===== src/rtl/dpi_feeder_pkg.sv =====
// dpi_feeder_pkg
// Shared types for the DPI stream feeder: FSM state encoding, stream-id
// sizing and the flow-table entry layout. Keys are stored zero-extended to
// MAX_KEY_W so the entry struct does not depend on the top-level KEY_W.
package dpi_feeder_pkg;

  localparam int ID_W        = 6;
  localparam int NUM_STREAMS = 64;
  localparam int MAX_KEY_W   = 64;

  typedef enum logic [2:0] {
    IDLE,
    LOOKUP,
    LOAD,
    GAP,
    STREAM,
    DRAIN,
    EOP,
    RESULT
  } feeder_state_e;

  typedef struct packed {
    logic                 valid;
    logic [MAX_KEY_W-1:0] key;
  } flow_entry_t;

endpackage


===== src/rtl/dpi_flow_table.sv =====
// dpi_flow_table
// 64-entry flow-key -> stream-id map. One lookup per lookup_en pulse:
// hit returns the matching index, a miss allocates the lowest free entry,
// and a miss on a full table overwrites the round-robin victim.
// Ports:
//   clk, rst_n     clock, synchronous active-low reset (clears all entries)
//   lookup_en      perform lookup/allocate on this cycle
//   key            flow key to look up
//   id, is_new     registered result of the last lookup
//   evict_cnt      saturating count of evictions
module dpi_flow_table
  import dpi_feeder_pkg::*;
#(
  parameter int KEY_W = 32
) (
  input  logic             clk,
  input  logic             rst_n,
  input  logic             lookup_en,
  input  logic [KEY_W-1:0] key,
  output logic [ID_W-1:0]  id,
  output logic             is_new,
  output logic [15:0]      evict_cnt
);

  flow_entry_t          tbl [NUM_STREAMS];
  logic [MAX_KEY_W-1:0] key_ext;
  logic                 hit;
  logic                 has_free;
  logic [ID_W-1:0]      hit_idx;
  logic [ID_W-1:0]      free_idx;
  logic [ID_W-1:0]      victim;

  assign key_ext = MAX_KEY_W'(key);

  // Scanning downward leaves the lowest matching/free index in the result.
  always_comb begin
    hit      = 1'b0;
    hit_idx  = '0;
    has_free = 1'b0;
    free_idx = '0;
    for (int i = NUM_STREAMS - 1; i >= 0; i--) begin
      if (tbl[i].valid && (tbl[i].key == key_ext)) begin
        hit     = 1'b1;
        hit_idx = ID_W'(i);
      end
      if (!tbl[i].valid) begin
        has_free = 1'b1;
        free_idx = ID_W'(i);
      end
    end
  end

  always_ff @(posedge clk) begin
    if (!rst_n) begin
      for (int i = 0; i < NUM_STREAMS; i++) tbl[i] <= '0;
      victim    <= '0;
      evict_cnt <= '0;
      id        <= '0;
      is_new    <= 1'b0;
    end else if (lookup_en) begin
      if (hit) begin
        id     <= hit_idx;
        is_new <= 1'b0;
      end else if (has_free) begin
        id            <= free_idx;
        is_new        <= 1'b1;
        tbl[free_idx] <= '{valid: 1'b1, key: key_ext};
      end else begin
        id          <= victim;
        is_new      <= 1'b1;
        tbl[victim] <= '{valid: 1'b1, key: key_ext};
        victim      <= victim + ID_W'(1);
        if (evict_cnt != 16'hFFFF) evict_cnt <= evict_cnt + 16'd1;
      end
    end
  end

endmodule


===== src/rtl/dpi_stream_feeder.sv =====
// dpi_stream_feeder
// Front end of the regex matcher bank. Maps each packet's flow key to a
// stream id, then sequences load_state -> chars -> eop and emits one result
// record per packet.
// Optional feature macro: DPI_STALL_TIMEOUT_EN (stall timeout / abort).
// Ports:
//   clk, rst_n                  clock, synchronous active-low reset
//   in_valid/in_ready/in_data/in_sop/in_eop/in_key/in_cat_en   packet input
//   load_state/stream_id/new_stream_id/char_in/char_in_vld/eop/enable
//                               matcher bank drive
//   fired_in                    matcher fired vector
//   res_valid/res_stream_id/res_fired/res_new/res_abort   result record
//   evict_cnt, proto_err        status
//
// state  | meaning
// IDLE   | wait for sop; non-sop beats are dropped (proto_err)
// LOOKUP | flow-table lookup/allocate with the latched key
// LOAD   | load_state pulse, matchers restore/clear state
// GAP    | matcher restore latency
// STREAM | accept beats, forward chars with one cycle latency
// DRAIN  | matcher accept pipeline drain
// EOP    | eop pulse, sample fired_in & enable
// RESULT | res_valid pulse
module dpi_stream_feeder
  import dpi_feeder_pkg::*;
#(
  parameter int NUM_CAT   = 8,
  parameter int KEY_W     = 32,
  parameter int LOAD_GAP  = 2,
  parameter int EOP_GAP   = 2,
  parameter int STALL_MAX = 255
) (
  input  logic               clk,
  input  logic               rst_n,
  input  logic               in_valid,
  output logic               in_ready,
  input  logic [7:0]         in_data,
  input  logic               in_sop,
  input  logic               in_eop,
  input  logic [KEY_W-1:0]   in_key,
  input  logic [NUM_CAT-1:0] in_cat_en,
  output logic               load_state,
  output logic [ID_W-1:0]    stream_id,
  output logic               new_stream_id,
  output logic [7:0]         char_in,
  output logic               char_in_vld,
  output logic               eop,
  output logic [NUM_CAT-1:0] enable,
  input  logic [NUM_CAT-1:0] fired_in,
  output logic               res_valid,
  output logic [ID_W-1:0]    res_stream_id,
  output logic [NUM_CAT-1:0] res_fired,
  output logic               res_new,
  output logic               res_abort,
  output logic [15:0]        evict_cnt,
  output logic               proto_err
);

  localparam int CNT_W = 8;

  feeder_state_e      state, state_nxt;
  logic [CNT_W-1:0]   cnt, cnt_nxt;
  logic [KEY_W-1:0]   key_r;
  logic [NUM_CAT-1:0] en_r;
  logic [NUM_CAT-1:0] res_fired_r;
  logic [7:0]         char_r;
  logic               char_vld_r;
  logic               proto_err_r;
  logic               first_beat;
  logic               accept;
  logic               ft_new;
  logic               timeout;
  logic               abort_r;

  dpi_flow_table #(.KEY_W(KEY_W)) u_flow_table (
    .clk       (clk),
    .rst_n     (rst_n),
    .lookup_en (state == LOOKUP),
    .key       (key_r),
    .id        (stream_id),
    .is_new    (ft_new),
    .evict_cnt (evict_cnt)
  );

  assign accept = in_valid & in_ready;

`ifdef DPI_STALL_TIMEOUT_EN
  localparam int STALL_W = $clog2(STALL_MAX + 1);
  logic [STALL_W-1:0] stall_cnt;

  // Down-counter reloaded on every accepted beat; terminal count aborts.
  always_ff @(posedge clk) begin
    if (!rst_n || state != STREAM || accept) stall_cnt <= STALL_W'(STALL_MAX - 1);
    else if (stall_cnt != '0)                stall_cnt <= stall_cnt - STALL_W'(1);
  end

  assign timeout = (state == STREAM) && !in_valid && (stall_cnt == '0);

  always_ff @(posedge clk) begin
    if (!rst_n || state == LOOKUP) abort_r <= 1'b0;
    else if (timeout)              abort_r <= 1'b1;
  end
`else
  assign timeout = 1'b0;
  assign abort_r = 1'b0;
`endif

  // The sop beat is only latched here; it is consumed later in STREAM.
  // A single-cycle GAP budget is covered by the first STREAM cycle itself,
  // since chars leave one cycle after acceptance.
  always_comb begin
    state_nxt = state;
    cnt_nxt   = cnt;
    in_ready  = 1'b0;
    case (state)
      IDLE: begin
        in_ready = in_valid & ~in_sop;
        if (in_valid && in_sop) state_nxt = LOOKUP;
      end
      LOOKUP: state_nxt = LOAD;
      LOAD: begin
        if (LOAD_GAP > 1) begin
          state_nxt = GAP;
          cnt_nxt   = CNT_W'(LOAD_GAP - 2);
        end else begin
          state_nxt = STREAM;
        end
      end
      GAP: begin
        if (cnt == '0) state_nxt = STREAM;
        else           cnt_nxt   = cnt - CNT_W'(1);
      end
      STREAM: begin
        in_ready = 1'b1;
        if (in_valid && in_eop) begin
          state_nxt = DRAIN;
          cnt_nxt   = CNT_W'(EOP_GAP);
        end else if (timeout) begin
          state_nxt = EOP;
        end
      end
      DRAIN: begin
        if (cnt == '0) state_nxt = EOP;
        else           cnt_nxt   = cnt - CNT_W'(1);
      end
      EOP:     state_nxt = RESULT;
      RESULT:  state_nxt = IDLE;
      default: state_nxt = IDLE;
    endcase
  end

  // On an aborted packet the matchers must see enable=0 with eop.
  always_comb begin
    enable = '0;
    if (state inside {LOAD, GAP, STREAM, DRAIN, EOP}) enable = en_r;
    if (state == EOP && abort_r) enable = '0;
  end

  always_ff @(posedge clk) begin
    if (!rst_n) begin
      state       <= IDLE;
      cnt         <= '0;
      key_r       <= '0;
      en_r        <= '0;
      char_r      <= '0;
      char_vld_r  <= 1'b0;
      res_fired_r <= '0;
      proto_err_r <= 1'b0;
      first_beat  <= 1'b0;
    end else begin
      state      <= state_nxt;
      cnt        <= cnt_nxt;
      char_vld_r <= (state == STREAM) && accept;
      if (state == IDLE && in_valid && in_sop) begin
        key_r <= in_key;
        en_r  <= in_cat_en;
      end
      if (state == STREAM && accept) char_r <= in_data;
      if (state == LOOKUP)                 first_beat <= 1'b1;
      else if (state == STREAM && accept)  first_beat <= 1'b0;
      // The held sop beat legitimately arrives first; any later sop is data.
      if ((state == IDLE && in_valid && !in_sop) ||
          (state == STREAM && accept && in_sop && !first_beat))
        proto_err_r <= 1'b1;
      if (state == EOP) res_fired_r <= fired_in & enable;
    end
  end

  assign load_state    = (state == LOAD);
  assign new_stream_id = (state == LOAD) & ft_new;
  assign char_in       = char_r;
  assign char_in_vld   = char_vld_r;
  assign eop           = (state == EOP);
  assign res_valid     = (state == RESULT);
  assign res_stream_id = stream_id;
  assign res_fired     = res_fired_r;
  assign res_new       = ft_new;
  assign res_abort     = abort_r;
  assign proto_err     = proto_err_r;

endmodule


===== config.mk =====
export PLATFORM = sky130hd
export DESIGN_NAME = dpi_stream_feeder
export DESIGN_NICKNAME = d
export VERILOG_FILES = /design/src/rtl/dpi_feeder_pkg.sv /design/src/rtl/dpi_flow_table.sv /design/src/rtl/dpi_stream_feeder.sv
export SDC_FILE = /design/constraint.sdc
export NUM_CORES = 2
export LEC_CHECK = 0
export ABC_AREA = 1
export BUFFER_PORTS_ARGS = -buffer_cell sky130_fd_sc_hd__buf_4
export CORE_UTILIZATION = 53
export CTS_CLUSTER_SIZE = 8
export DETAILED_ROUTE_END_ITERATION = 10
export PLACE_DENSITY = 0.71
export SLEW_MARGIN = 20
export SYNTH_ARGS = -nofsm -noshare
export SYNTH_HDL_FRONTEND = slang
export SYNTH_MEMORY_MAX_BITS = 65536
export SYNTH_SLANG_ARGS = --single-unit

===== constraint.sdc =====
create_clock -name clk -period 5.9 [get_ports clk]
set_clock_uncertainty 0.05 [all_clocks]
set_input_delay 1.77 -clock clk [delete_from_list [all_inputs] [get_ports clk]]
set_output_delay 1.77 -clock clk [all_outputs]
set_load 0.02 [all_outputs]

# [After elaboration in Yosys (flattened, before gate mapping)]
# Memories as Yosys holds them, arrays and structs flattened.
# Index checks and enable logic that the tools add are counted.
[totals] reg_bits=99 mem_bits_rw=2112 in_bits=61 out_inout_bits=61 n_memories=1
[classes] addsub=3 eq_ne=77 mux=288 n_bitwise=7 n_reduce_logical=87
[memory_table] memory="u_flow_table.tbl" words=64 word_bits=33 rd=64 rd_ports_with_merged_regs=0 write_ports=64 line_no="dpi_flow_table.sv:25" rtl="flow_entry_t tbl [NUM_STREAMS];"
[ops] operator="== test 64 x 32 -> 1 bit" count=64
[ops] operator="2-to-1 mux 6 bit" count=132
[ops] operator="2-to-1 mux 1 bit" count=144
[ops] operator="logical AND 1 bit" count=72
[ops] operator="2-to-1 mux 33 bit" count=2
[ops] operator="OR reduction 33 bit" count=2
[ops] operator="2-to-1 mux 8 bit" count=3
[ops] operator="case mux 3 bit (8 select lines)" count=1
[ops] operator="case mux 8 bit (3 select lines)" count=1
[ops] operator="adder 16 x 1 -> 16 bit (second input constant)" count=1
[ops] operator="inequality test 16 bit (second input constant)" count=1
[ops] operator="== test 3 bit (second input constant)" count=4
[ops] operator="2-to-1 mux 3 bit" count=4
[ops] operator="inequality test 2 bit (second input constant)" count=5
[ops] operator="AND 8 bit" count=1
[ops] operator="zero test 8 bit" count=1
[ops] operator="AND reduction 4 bit" count=2
[ops] operator="subtractor 8 x 1 -> 8 bit (second input constant)" count=1
[ops] operator="adder 6 x 1 -> 6 bit (second input constant)" count=1
[ops] operator="== test 3 x 2 -> 1 bit (second input constant)" count=2
[ops] operator="AND reduction 3 bit" count=2
[ops] operator="nonzero test 5 bit" count=1
[ops] operator="AND 1 bit" count=3
[ops] operator="== test 3 x 1 -> 1 bit (second input constant)" count=1
[ops] operator="other kinds (8)" count=11

# [Logic depth before layout (Yosys ltp)]
# An unclocked memory read counts as a cell.
[depth] word_depth=74 ltp_mapped=74 depth_no_buf=73

# [By module]
# Synthesis repeated with hierarchy kept, for this count alone.
[unflattened] cells_unflattened=10044 hier_area_um2=106327.0
[modules_own_cells] module="dpi_flow_table" n_inst=1 cells_each=9637 area_per_inst_um2=103182.7 seq_area_each_um2=63360.8
[modules_own_cells] module="dpi_stream_feeder" n_inst=1 cells_each=407 area_per_inst_um2=3144.3 seq_area_each_um2=1401.3

# [Worst setup path after synthesis]
# OpenSTA, ideal clock, no wires.
[synth_timing] kind="reg-to-reg" start="reg key_r[17]" end="mem u_flow_table.tbl[0][0] in the netlist's numbering (enable)" setup_ns=0.389 arrival_ns=5.086 required_ns=5.461 slack_ns=0.374 path_stages_with_launch=25 path_buffers=4 path_cell_list="dfxtp_1 -> buf_4 -> inv_2 -> buf_6 -> a22o_1 -> or4_1 -> or3_1 -> or4_1 -> and2_1 -> and3_4 -> and3_4 -> and3_1 -> buf_6 -> nand2_4 -> nor2_2 -> inv_2 -> nor2_2 -> clkinv_4 -> nand2_1 -> o21ai_2 -> inv_4 -> nor3_4 -> nand2_4 -> buf_6 -> nand2_1"
[synth_rtl] item="from (decl)" line_no="dpi_stream_feeder.sv:63" rtl="logic [KEY_W-1:0] key_r;"
[synth_rtl] item="from (signal assigned)" line_no="dpi_stream_feeder.sv:175" rtl="key_r <= in_key;"
[synth_rtl] item="to (decl)" line_no="dpi_flow_table.sv:25"

==> out/results.txt <==
outcome: complete, no violations
max-cap viol count: 0
#FFs+latches synth: 2,211
Final Max Slew Viols: 0
routed wire length: 368,000 um
Worst R2R Start: u_flow_table.tbl[63][32]$_SDFFE_PP1N_
post-DP HPWL: 228,000 um
vias per cell: 6.34
top cell type's share of synthesized area: 58.2%
total power: 45,600 uW
root buffer cell: clkbuf_16
Critical Path AT: 6470 ps
post-route clock period utilization: 99.7%
placed cell area: 114,000 um2
antenna-violating nets left: 0
final core utilization: 63.4%
Pwr Density: 364 nW/um2
Worst setup SP type: flop
final hold violations: 0
largest net degree at the start of global routing: 65
syn avg cell area: 10.6 um2
I/O pin count: 122
synth-to-layout area growth: 18.7%
CTS Hold Bufs: 0
Req. time, crit path: 6490 ps
Max Clk Rate: 170 MHz
Slew HR: 15.3%
gr ovfl total: 0
synth warn: 0
CP Buf/Inv Count: 4
Syn Inst Count: 9,960
Worst Path Max Fanout: 8
crit path capture type: flop
reg2reg end: u_flow_table.tbl[18][5]$_DFFE_PP_
initial antenna violation count: 2
Final Cell Area: 125,000 um2
Critical Path Start: u_flow_table.tbl[63][32]$_SDFFE_PP1N_
First-pass DRT Iterations: 7
cell taking the most area after synthesis: edfxtp_1
routed len/inst: 27.6 um
Top cell by count, worst path: nand2_1
synth unique cells: 60
final setup TNS: 0 ps
Hold Crit Class: reg -> reg
CTS Buf Count: 327
TritonCTS clock tree: done
Port Buffers: 120
clk_lat worst skew: 970 ps
Die Wd: 449 um
Lkg Pwr: 0.0441 uW
setup slack, reg-to-reg: 20 ps
Most used DFF post-synth: edfxtp_1
routability cong.: 0.946
RSZ-0062 raised after global routing: true
total core area: 198,000 um2
Async S/R FF share, synth: 0%
multi-input gate area in the final layout: 35,900 um2
Worst Max-Slew Pin Slew: 1270 ps
layout cells sized above 1: 18.9%
FILL cells: 15,092
critical path type: reg -> reg
GRT Util Overall: 35.1%
number of cells on the critical path: 60
R2R depth: 60
CTS sink count: 2,211
worst vdd ir: 0.328 mV
CP max stage delay: 390 ps
Clock Tree Buf Depth: 4
drc violations: 0
Layout Nets: 10,518
Worst Setup EP: u_flow_table.tbl[18][5]$_DFFE_PP_
FP Rows: 163
Area contributors post-synth: edfxtp_1 (58%), nor2_1 (7.1%), nand2_1 (4.4%)
Setup-failing EPs final: 0
Die Ht: 449 um
register area share after synthesis: 61.3%
Syn Nets: 10,029
register area: 64,800 um2
Final Critical Period: 5880 ps
Clock transition at path regs: 50 ps
H-tree levels: 5
delay-heaviest family, CP: simple AND/OR/NAND/NOR gates
Iteration-0 DRC Markers: 14,513
Die ar.: 201,000 um2
Worst path slowest cell: dfxtp_1
EDFF count, synth: 2,048
vias in the first global route: 79,850
Starting Density: 53.4%
Post-Syn Area: 106,000 um2
DR vias: 84,397
global-route wire length before repair: 522,000 um
[worst min-delay path by stage]
| stage | start | to | slack [ps] | cells past startpoint |
|---|---|---|---|---|
| after detailed placement | cnt[0]$_SDFFE_PN0P_ | cnt[0]$_SDFFE_PN0P_ | 410 | 2 |
| after global placement | u_flow_table.victim[5]$_SDFFE_PN0N_ | u_flow_table.victim[5]$_SDFFE_PN0N_ | 390 | 1 |
| after CTS | cnt[0]$_SDFFE_PN0P_ | cnt[0]$_SDFFE_PN0P_ | 420 | 2 |
| after global routing | cnt[0]$_SDFFE_PN0P_ | cnt[0]$_SDFFE_PN0P_ | 430 | 2 |
| after floorplan | u_flow_table.victim[5]$_SDFFE_PN0N_ | u_flow_table.victim[5]$_SDFFE_PN0N_ | 370 | 1 |
| final | cnt[0]$_SDFFE_PN0P_ | cnt[0]$_SDFFE_PN0P_ | 410 | 2 |
[cell type report]
cell class,instances,share of cell area (%)
timing repair buffer,990,8.75
multi-input combinational,6663,28.6
sequential,2211,51.7
inverter,256,0.949
antenna,2,0.00399
clock buffer,546,7.30
tap,2640,2.63
clock inverter,9,0.0937
[where the power goes]
| part | internal (uW) | switching [uW] |
|---|---|---|
| combinational | 3050 | 6730 |
| clock | 10500 | 6750 |
| sequential | 18000 | 628 |
[metrics by stage]
step	hold WS, ps	cells	setup WS (ps)
2_1_floorplan	372	9960	374
3_3_place_gp	394	12695	-607
3_5_place_dp	409	12695	-288
4_1_cts	416	13275	-19.5
5_1_grt	427	13316	-349
6_report	412	13317	18.6
[per-layer routing]
metal / GRT usage, % / routed length [um] / vias up
li1: - / - / 35929
met1: 46.9 / 131000 / 40928
met2: 53.3 / 163000 / 6319
met3: 7.23 / 49600 / 1221
met4: 20.4 / 23600 / 0
met5: 0 / 0 / -
[tightest hold or removal path: stages (launching register included)]
cell,delay [ps]
dfxtp_1,300
nand2_1,60
a21oi_1,50
[registers in the layout (all words and copies together), names as in the netlist]
signal                  flops
u_flow_table.is_new         1
char_in_vld                 1
u_flow_table.victim         6
state                       3
key_r                      32
u_flow_table.evict_cnt     16
u_flow_table.tbl         2112
res_fired                   8
u_flow_table.id             6
first_beat                  1
en_r                        8
char_in                     8
proto_err                   1
cnt                         8
[Yosys cell counts, drive strengths merged, types with 6 or more instances]
library cell,instances
nor2,2401
edfxtp,2048
nand2,1304
o21ai,607
buf,549
xnor2,399
o22ai,327
clkbuf,281
inv,247
xor2,242
nor4,197
a22o,177
dfxtp,163
a21oi,153
nand4,150
nand3,105
or2,103
a221oi,73
a211oi,69
or4,65
o2111ai,56
nor3,54
a22oi,37
and3,37
and2,30
a2111oi,16
nor4b,10
clkinv,9
ha,8
o211ai,7
a31oi,6
[timing repair]
item                                    in CTS  in global routing
pin swaps                                   14                 18
resized for setup                           65                105
gates cloned                                13                 39
endpoints found under the setup margin    4103               4166
buffers inserted                            14                  5
[kinds of logic (layout without fill, tap and decap cells)]
kind of cell    count (synthesis)  after routing  share of synthesized area (%)
compound gates               1549           1549                           9.23
xor+xnor                      641            641                           5.31
fa+ha+maj                       8              8                         0.0947
buf+inv                      1086           1801                           5.28
flops                        2211           2211                           61.3
other cells                     1              3                        0.00355
simple gates                 4464           4464                           18.8
[cells in the final DEF, fill, tap and decap left out, types with 138 or more instances in the layout]
| cell | count |
|---|---|
| buf_12 | 205 |
| nor2_1 | 1998 |
| nand4_1 | 150 |
| dfxtp_1 | 138 |
| clkbuf_16 | 365 |
| xor2_1 | 242 |
| inv_1 | 215 |
| a22o_1 | 177 |
| xnor2_1 | 399 |
| a21oi_1 | 150 |
| edfxtp_1 | 2048 |
| o22ai_1 | 327 |
| nor4_1 | 196 |
| nor2_2 | 401 |
| nand2_1 | 1213 |
| o21ai_0 | 595 |
| buf_4 | 703 |
| clkbuf_1 | 211 |
Power figures use the tool's default switching activity.
